File: src/rtl/pwm_fade_sched.sv
// pwm_fade_sched: controller for a multi-channel PWM datapath.
//
// Owns the shared period counter, the per-channel duty registers and a fade
// sequencer. The sequencer ramps each channel's current duty toward a target
// programmed through a valid/ready config port. The duty that drives the
// outputs (duty_act) is reloaded only at period wrap, so an output never
// glitches mid-period.
//
// Optional build macro:
//   PWM_POL_EN  adds input pol[NCH-1:0]; each output is inverted where pol is set.
//               The reset value of pwm_out stays 0 either way.
//
// Ports:
//   clk         in   1      system clock, rising edge
//   rst_n       in   1      asynchronous active-low reset
//   pol         in   NCH    per-channel output polarity (PWM_POL_EN only)
//   cfg_valid   in   1      config write request
//   cfg_ready   out  1      write accepted on an edge where cfg_valid & cfg_ready
//   cfg_ch      in   CHW    channel to program
//   cfg_target  in   CW     target duty in counts of PERIOD (values > PERIOD clamp)
//   cfg_div     in   DIVW   periods per 1-count fade step; 0 jumps straight to target
//   pwm_out     out  NCH    registered PWM outputs
//   busy        out  NCH    channel still fading (current duty != target)
//   done_pulse  out  1      one-cycle strobe: a channel reached its target
//   done_ch     out  CHW    channel for done_pulse; meaningful only while it is high

module pwm_fade_sched #(
    parameter int unsigned NCH    = 4,
    parameter int unsigned CW     = 7,
    parameter int unsigned PERIOD = 100,
    parameter int unsigned DIVW   = 16,
    localparam int unsigned CHW   = (NCH > 1) ? $clog2(NCH) : 1
) (
    input  logic            clk,
    input  logic            rst_n,
`ifdef PWM_POL_EN
    input  logic [NCH-1:0]  pol,
`endif
    input  logic            cfg_valid,
    output logic            cfg_ready,
    input  logic [CHW-1:0]  cfg_ch,
    input  logic [CW-1:0]   cfg_target,
    input  logic [DIVW-1:0] cfg_div,
    output logic [NCH-1:0]  pwm_out,
    output logic [NCH-1:0]  busy,
    output logic            done_pulse,
    output logic [CHW-1:0]  done_ch
);

    localparam logic [CW-1:0]  DUTY_MAX = CW'(PERIOD);
    localparam logic [CW-1:0]  CNT_LAST = CW'(PERIOD - 1);
    localparam logic [CHW-1:0] IDX_LAST = CHW'(NCH - 1);

    typedef enum logic [0:0] {
        StIdle,
        StUpdate
    } state_e;

    // ------------------------------------------------------------------
    // State
    // ------------------------------------------------------------------
    state_e            state_q, state_d;
    logic [CHW-1:0]    idx_q, idx_d;
    logic [CW-1:0]     cntr_q;
    logic              wrap;

    // duty_cur is the sequencer's working (shadow) duty; duty_act drives outputs.
    logic [CW-1:0]     duty_cur_q [NCH];
    logic [CW-1:0]     duty_cur_d [NCH];
    logic [CW-1:0]     duty_act_q [NCH];
    logic [CW-1:0]     tgt_q      [NCH];
    logic [CW-1:0]     tgt_d      [NCH];
    logic [DIVW-1:0]   div_q      [NCH];
    logic [DIVW-1:0]   div_d      [NCH];
    logic [DIVW-1:0]   pre_q      [NCH];
    logic [DIVW-1:0]   pre_d      [NCH];

    logic [NCH-1:0]    busy_q, busy_d;
    logic              done_pulse_q, done_pulse_d;
    logic [CHW-1:0]    done_ch_q, done_ch_d;
    logic              cfg_ready_q, cfg_ready_d;
    logic [NCH-1:0]    pwm_raw, pwm_d, pwm_q;

    // ------------------------------------------------------------------
    // Period counter
    // ------------------------------------------------------------------
    assign wrap = (cntr_q == CNT_LAST);

    always_ff @(posedge clk or negedge rst_n) begin
        if (!rst_n) begin
            cntr_q <= '0;
        end else if (wrap) begin
            cntr_q <= '0;
        end else begin
            cntr_q <= cntr_q + CW'(1);
        end
    end

    // ------------------------------------------------------------------
    // Active duty reload, only at wrap
    // ------------------------------------------------------------------
    always_ff @(posedge clk or negedge rst_n) begin
        if (!rst_n) begin
            for (int i = 0; i < NCH; i++) begin
                duty_act_q[i] <= '0;
            end
        end else if (wrap) begin
            for (int i = 0; i < NCH; i++) begin
                duty_act_q[i] <= duty_cur_q[i];
            end
        end
    end

    // ------------------------------------------------------------------
    // PWM compare and output register
    // ------------------------------------------------------------------
    always_comb begin
        for (int i = 0; i < NCH; i++) begin
            pwm_raw[i] = (cntr_q < duty_act_q[i]);
        end
`ifdef PWM_POL_EN
        pwm_d = pwm_raw ^ pol;
`else
        pwm_d = pwm_raw;
`endif
    end

    always_ff @(posedge clk or negedge rst_n) begin
        if (!rst_n) begin
            pwm_q <= '0;
        end else begin
            pwm_q <= pwm_d;
        end
    end

    // ------------------------------------------------------------------
    // Fade sequencer
    // ------------------------------------------------------------------
    logic              cfg_accept;
    logic [CW-1:0]     tgt_clamped;
    logic [CW-1:0]     sel_cur;
    logic [CW-1:0]     sel_tgt;
    logic [DIVW-1:0]   sel_div;
    logic [DIVW-1:0]   sel_pre;
    logic [DIVW:0]     pre_inc;
    logic              step_due;
    logic [CW-1:0]     step_duty;

    assign cfg_accept  = cfg_valid & cfg_ready_q;
    assign tgt_clamped = (cfg_target > DUTY_MAX) ? DUTY_MAX : cfg_target;

    assign sel_cur = duty_cur_q[idx_q];
    assign sel_tgt = tgt_q[idx_q];
    assign sel_div = div_q[idx_q];
    assign sel_pre = pre_q[idx_q];

    // One extra bit so pre+1 cannot wrap when div is all ones.
    assign pre_inc  = {1'b0, sel_pre} + (DIVW + 1)'(1);
    assign step_due = (sel_div == '0) || (pre_inc >= {1'b0, sel_div});

    always_comb begin
        if (sel_div == '0) begin
            step_duty = sel_tgt;
        end else if (sel_tgt > sel_cur) begin
            step_duty = sel_cur + CW'(1);
        end else if (sel_tgt < sel_cur) begin
            step_duty = sel_cur - CW'(1);
        end else begin
            step_duty = sel_cur;
        end
    end

    always_comb begin
        state_d      = state_q;
        idx_d        = idx_q;
        duty_cur_d   = duty_cur_q;
        tgt_d        = tgt_q;
        div_d        = div_q;
        pre_d        = pre_q;
        busy_d       = busy_q;
        done_pulse_d = 1'b0;
        done_ch_d    = done_ch_q;

        case (state_q)
            StIdle: begin
                if (cfg_accept) begin
                    tgt_d[cfg_ch]  = tgt_clamped;
                    div_d[cfg_ch]  = cfg_div;
                    pre_d[cfg_ch]  = '0;
                    // Retargeting onto the current duty simply stops the fade, silently.
                    busy_d[cfg_ch] = (tgt_clamped != duty_cur_q[cfg_ch]);
                end
                // A write accepted on the wrap edge is already in the registers
                // by the time UPDATE visits its channel.
                if (wrap) begin
                    state_d = StUpdate;
                    idx_d   = '0;
                end
            end

            StUpdate: begin
                if (busy_q[idx_q]) begin
                    if (step_due) begin
                        duty_cur_d[idx_q] = step_duty;
                        pre_d[idx_q]      = '0;
                        if (step_duty == sel_tgt) begin
                            busy_d[idx_q] = 1'b0;
                            done_pulse_d  = 1'b1;
                            done_ch_d     = idx_q;
                        end
                    end else begin
                        pre_d[idx_q] = sel_pre + DIVW'(1);
                    end
                end
                if (idx_q == IDX_LAST) begin
                    state_d = StIdle;
                end else begin
                    idx_d = idx_q + CHW'(1);
                end
            end

            default: begin
                state_d = StIdle;
            end
        endcase

        cfg_ready_d = (state_d == StIdle);
    end

    always_ff @(posedge clk or negedge rst_n) begin
        if (!rst_n) begin
            state_q      <= StIdle;
            idx_q        <= '0;
            busy_q       <= '0;
            done_pulse_q <= 1'b0;
            done_ch_q    <= '0;
            cfg_ready_q  <= 1'b0;
            for (int i = 0; i < NCH; i++) begin
                duty_cur_q[i] <= '0;
                tgt_q[i]      <= '0;
                div_q[i]      <= '0;
                pre_q[i]      <= '0;
            end
        end else begin
            state_q      <= state_d;
            idx_q        <= idx_d;
            busy_q       <= busy_d;
            done_pulse_q <= done_pulse_d;
            done_ch_q    <= done_ch_d;
            cfg_ready_q  <= cfg_ready_d;
            for (int i = 0; i < NCH; i++) begin
                duty_cur_q[i] <= duty_cur_d[i];
                tgt_q[i]      <= tgt_d[i];
                div_q[i]      <= div_d[i];
                pre_q[i]      <= pre_d[i];
            end
        end
    end

    // ------------------------------------------------------------------
    // Outputs
    // ------------------------------------------------------------------
    assign cfg_ready  = cfg_ready_q;
    assign pwm_out    = pwm_q;
    assign busy       = busy_q;
    assign done_pulse = done_pulse_q;
    assign done_ch    = done_ch_q;

endmodule

File: config.mk
export PLATFORM = sky130hd
export DESIGN_NAME = pwm_fade_sched
export DESIGN_NICKNAME = d
export VERILOG_FILES = /design/src/rtl/pwm_fade_sched.sv
export SDC_FILE = /design/constraint.sdc
export NUM_CORES = 1
export LEC_CHECK = 0
export ABC_AREA = 1
export ABC_CLOCK_PERIOD_IN_PS = 5500
export CORE_MARGIN = 8
export CORE_UTILIZATION = 56
export CTS_CLUSTER_SIZE = 40
export DETAILED_ROUTE_END_ITERATION = 8
export PLACE_DENSITY = 0.76
export SLEW_MARGIN = 20
export SYNTH_ARGS = -nofsm -noshare
export SYNTH_HDL_FRONTEND = slang
export SYNTH_SLANG_ARGS = --single-unit
File: constraint.sdc
create_clock -name clk -period 5.5 [get_ports clk]
set_input_delay 1.1 -clock clk [delete_from_list [all_inputs] [get_ports clk]]
set_output_delay 1.1 -clock clk [all_outputs]
set_load 0.01 [all_outputs]
; ---- After elaboration in Yosys (flattened, before gate mapping)
; Cells that the tools add are included.
[word_totals]
regBits = 234
in_bits = 28
out_inout_bits = 12
word_cells = 141
[classes]
n_addsub = 6
magnitude_cmp = 16
eq_ne = 10
mux = 58
bitwise_logic = 11
n_reduce_logical = 12
[op_table]
columns = op, count
row1 = 64-bit 2-to-1 mux, 3
row2 = 64-bit AND, 2
row3 = 64-bit bitwise mux, 2
row4 = 64-bit NOT, 2
row5 = 64-bit case mux with 2 select lines, 1
row6 = 16-bit 2-to-1 mux, 6
row7 = 7-bit 2-to-1 mux, 13
row8 = 16-bit binary-select mux with 2-bit select, 2
row9 = 16-bit demux with 2-bit select, 2
row10 = 28-bit bitwise mux, 2
row11 = 7-bit binary-select mux with 2-bit select, 3
row12 = 7-bit less-than comparator, 5
row13 = 7-bit demux with 2-bit select, 2
row14 = 16-bit by 1-bit adder with 17-bit output (second input constant), 1
row15 = 17-bit by 16-bit greater-or-equal comparator with 1-bit output, 1
row16 = 16-bit by 1-bit adder with 16-bit output (second input constant), 1
row17 = 16-bit zero test, 1
row18 = 4-bit 2-to-1 mux, 4
row19 = 7-bit by 1-bit adder with 7-bit output (second input constant), 2
row20 = 1-bit 2-to-1 mux, 9
row21 = 4-bit case mux with 2 select lines, 1
row22 = 4-bit AND reduction, 2
row23 = 7-bit == test, 1
row24 = 7-bit == test (second input constant), 1
row25 = other kinds (27), 44

; ---- Longest topological paths before layout
[logic_depth]
word_depth = 13
depth_mapped = 31
depth_no_buf = 26

; ---- Worst setup path after synthesis
; OpenSTA, ideal clock, no wires.
[synth_path]
path_type = reg-to-reg
start = reg idx_q[1]
end = reg pre_q[59] in the netlist's numbering
setup_time_ns = 0.065
arrival_time_ns = 4.100
t_required_ns = 5.435
slack_ns = 1.335
stages_incl_launch_ff = 31
path_buffers = 7
synth_period_minus_slack_ns = 4.165
cell_sequence = dfrtp_1 -> buf_4 -> inv_2 -> buf_4 -> buf_2 -> buf_4 -> buf_2 -> nand3_1 -> nand2_1 -> inv_1 -> ha_1 -> nand2_1 -> nor2_2 -> nand2_2 -> nor2_4 -> nand2_1 -> xor2_1 -> inv_1 -> ha_1 -> a21o_1 -> a21oi_1 -> o21ai_0 -> nor2_1 -> nand3_4 -> nand2_4 -> nand2_4 -> buf_6 -> o21ai_4 -> buf_6 -> nand2_1 -> nand2_1
[synth_between]
elab_chain_cells = 10
word_cells_on_any_way = 27
cone_classes = add/sub: 2 / order compare: 3 / eq/ne: 1 / mux: 14 / bitwise: 3 / reduce/logical: 4
[synth_lines]
columns = item, line_no
row1 = start: declaration, 63  ; logic [CHW-1:0] idx_q, idx_d;
row2 = start signal: assignment, 246  ; idx_q <= idx_d;
row3 = 2-bit NOT with 3-bit output (implied by the code), -
row4 = 16-bit binary-select mux with 2-bit select (tied with other cells), 155  ; assign sel_pre = pre_q[idx_q];
row5 = 16-bit 2-to-1 mux (implied by the code) or 1-bit logical AND (tied branches), "155, 205, 212"
row6 = "16-bit 2-to-1 mux, on equally long branches", "155, 205, 212"
row7 = 16-bit by 1-bit adder with 17-bit output or 16-bit demux with 2-bit select (tied branches), "158, 205, 212"
row8 = 17-bit by 16-bit greater-or-equal comparator with 1-bit output or 64-bit NOT (tied branches), -
row9 = 1-bit logical OR or 64-bit AND (tied branches), -
row10 = 64-bit 2-to-1 mux, 203  ; if (step_due) begin
row11 = 64-bit 2-to-1 mux, 202  ; if (busy_q[idx_q]) begin
row12 = 64-bit case mux with 2 select lines, 184  ; case (state_q)
row13 = end signal: indexed assignment, 255  ; pre_q[i] <= pre_d[i];
row14 = end: declaration, 75  ; logic [DIVW-1:0] pre_q [NCH];
; Parallel ways exist; a longest one is shown, timed or not. The select of a mux whose other input is x is not followed.
; A chain may end at the register's enable or synchronous reset.

; ---- Final worst setup path
[layout_path]
start = reg idx_q[0]
end = reg pre_q[26] in the netlist's numbering
; The elaborated chain is that of the path after synthesis.

==> qor.txt <==
Status: completed
CP cell instances: inv_8 > nand2_1 > a32oi_2 > ha_1 > nand2_1 > nor2_2 > nand2_2 > nor2_4 > nand2_1 > xor2_1 > inv_1 > ha_1 > a21o_1 > a21oi_1 > o21ai_0 > nor2_1 > nand3_4 > nand2_4 > nand2_4 > o21ai_2 > nand2_1 > nand2_1
Number of synthesized flops with an enable pin: 0
Hold Crit Class: reg -> reg
Max Root-Sink Buffers: 3
Clock-pin slew on the worst setup and hold paths: 60 ps
Post-CTS setup buffer count: 0
Most common cell after layout, fill and taps aside: nand2_1
Via count: 12,233
Clock latency on the worst-skew pair: 540 ps
Synthesized net count: 1,932
Die Span X: 172 um
Vias in the first global route: 11,377
I/O Buffers: 39
Mapped Cells: 1,849
CTS tree: done
Slowest stage delay, CP: 630 ps
Worst Setup End Kind: flip-flop
Htree depth: 1
Hold violation count in the final report: 0
Row count: 57
GR Overflow Total: 0
Share of cells above drive strength 1: 5.57%
Setup Skew: 20.6 ps
Fin crit share: 86.5%
CP max FO: 58
Synth async-reset ratio: 100%
Most used cell, CP: nand2_1
CTS buffer count: 26
Static leakage: 0.00754 uW
Setup TNS: 0 ps
Seq cells post-synth: 234
Maximum capacitance violations: 0
Routability cong.: 0.966
Tmin final: 4760 ps
Crit path required time: 5960 ps
Post_cts resized: 0
GRT Total Usage: 25.4%
Clk sink count: 234
Max VDD drop: 0.239 mV
Netlist cell types: 48
Initial antenna violation count: 0
Die ar.: 0.0295 mm^2
Relative slew slack: 42.3%
Initial Util: 56.4%
Clock root cell: clkbuf_16
Tot Pwr: 4320 uW
Arr. time, crit path: 5220 ps
Final Slew Violations: 0
IO Pins: 40
Slowest CP cell: o21ai_2
Most frequent cells in the layout: 787 x nand2_1, 233 x dfrtp_1, 197 x o21ai_0
RSZ-0062 raised after global routing: no
Design area: 0.0150 mm^2
Largest net degree at the start of global routing: 157
Final #Nets: 1,947
CORE AREA: 0.0240 mm^2
Setup Viol. Count Final: 0
First-pass GRT wire length: 59,900 um
Ys flop type: dfrtp_1
Ys Warns: 0
Antenna cells: 0
P&R area growth vs syn: 11.0%
Hold_ws: 481 ps
Power per cell area: 287 mW/mm^2
Total wire length: 37,000 um
Residual DRC: 0
Average wire per standard cell: 16.8 um
Filler cell count: 2,177
Slew @ Worst Pin: 865 ps
Chip height: 172 um
CTS Hold Buffers Added: 0
Sequential share of the synthesized area: 43.2%
Vias per inst: 5.54
Final ANT Viol Nets: 0
Pre-antenna DRT Iters: 6
Post-DP HPWL: 25,500 um
Area post-placement: 0.0141 mm^2
Finished Core Util: 62.6%
Worst setup SP type: flip-flop
Initial drt markers: 1,320
Synthesized area: 0.0136 mm^2
Highest Clock Rate: 0.210 GHz
Mapped Avg Cell Area: 7.33 um^2
Worst Setup Path Type: reg -> reg
[metal layers]
layer / vias up / wire length (um) / part of all wire (%) / global-route usage, %
met4: 0 / 1080 / 2.9 / 8.17
met1: 5740 / 16800 / 45 / 36.9
met5: - / 0 / 0 / 0
met3: 73 / 2780 / 7.5 / 3.35
li1: 5946 / - / - / -
met2: 474 / 16300 / 44 / 38.8
[power breakdown]
| group | switching (uW) | leakage [uW] | internal (uW) |
|---|---|---|---|
| Combinational | 306 | 0.00396 | 164 |
| Clock | 711 | 0.000471 | 1240 |
| Sequential | 64.7 | 0.00311 | 1830 |
| Total | 1080 | 0.00754 | 3230 |
[cell type report]
cell class	count	area [um^2]	area share [%]
well taps	324	405	2.69
clock buffers	40	805	5.35
repair buffers	59	558	3.71
inverters	164	623	4.14
clock inverters	8	170	1.13
multi-input cells	1379	6630	44.1
flip-flops and latches	234	5860	38.9
[flip-flops by register name (all words and copies together), names as in the netlist, 2 cells and up]
signal and cells:
duty_cur_q 28, div_q 64, busy 4, pre_q 64, pwm_out 4, done_ch 2
duty_act_q 28, tgt_q 28, cntr_q 7, idx_q 2
[per-stage QoR]
step	setup slack (ps)	instances
6_report	741	2208
5_1_grt	366	2208
4_1_cts	840	2208
3_5_place_dp	856	2160
3_3_place_gp	1010	2160
2_1_floorplan	1330	1849
[path summary, 6_finish.rpt]
| check | start | to | slack (ps) | cells after the start |
|---|---|---|---|---|
| max reg2reg | idx_q[0]$_DFFE_PN0P_ | pre_q[26]$_DFFE_PN0P_ | 740 | 22 |
| min in group asynchronous | rst_n | duty_act_q[27]$_DFFE_PN0P_ | 540 | 1 |
| min | pre_q[54]$_DFFE_PN0P_ | pre_q[54]$_DFFE_PN0P_ | 480 | 2 |
| min reg2reg | pre_q[54]$_DFFE_PN0P_ | pre_q[54]$_DFFE_PN0P_ | 480 | 2 |
| max in group asynchronous | rst_n | div_q[46]$_DFFE_PN0P_ | 3670 | 2 |
| max | idx_q[0]$_DFFE_PN0P_ | pre_q[26]$_DFFE_PN0P_ | 740 | 22 |
[synth_stat cells, types with 4 or more instances]
| master | instances | area [um^2] |
|---|---|---|
| nor3_1 | 8 | 40.0 |
| nor2_2 | 6 | 37.5 |
| clkbuf_1 | 26 | 97.6 |
| buf_4 | 12 | 90.1 |
| ha_1 | 55 | 688 |
| buf_2 | 20 | 100 |
| buf_6 | 11 | 124 |
| o21ai_1 | 9 | 45.0 |
| a22oi_1 | 7 | 52.6 |
| nand2_2 | 4 | 25.0 |
| o22ai_1 | 4 | 25.0 |
| o21ai_0 | 197 | 986 |
| nand4_1 | 18 | 113 |
| xor2_1 | 20 | 175 |
| nand2_1 | 787 | 2950 |
| dfrtp_1 | 234 | 5860 |
| o211ai_1 | 5 | 37.5 |
| nor2_1 | 73 | 274 |
| xnor2_1 | 4 | 35.0 |
| a32oi_1 | 10 | 87.6 |
| nor2_4 | 7 | 78.8 |
| inv_1 | 153 | 574 |
| nand3_1 | 91 | 455 |
| a21oi_1 | 45 | 225 |
| inv_2 | 9 | 33.8 |
[kinds of logic after synthesis]
logic type / after synthesis / synth area share [%]
flip-flops: 234 / 43.2
AND/OR/NAND/NOR: 1005 / 30.1
XOR/XNOR: 24 / 1.55
AO/OA/AOI/OAI: 295 / 12.1
adder cells (fa/ha/maj): 55 / 5.07
buffers and inverters: 236 / 7.96
[worst max-delay path, delay by kind of cell (launching register included)]
kind,cells,cell delay [ps]
adder cells (fa/ha/maj),2,550
XOR/XNOR,1,190
flip-flops,1,500
buffers and inverters,2,430
AND/OR/NAND/NOR,12,1670
AO/OA/AOI/OAI,5,1310
Note: power is estimated with default switching activity, not from simulation.
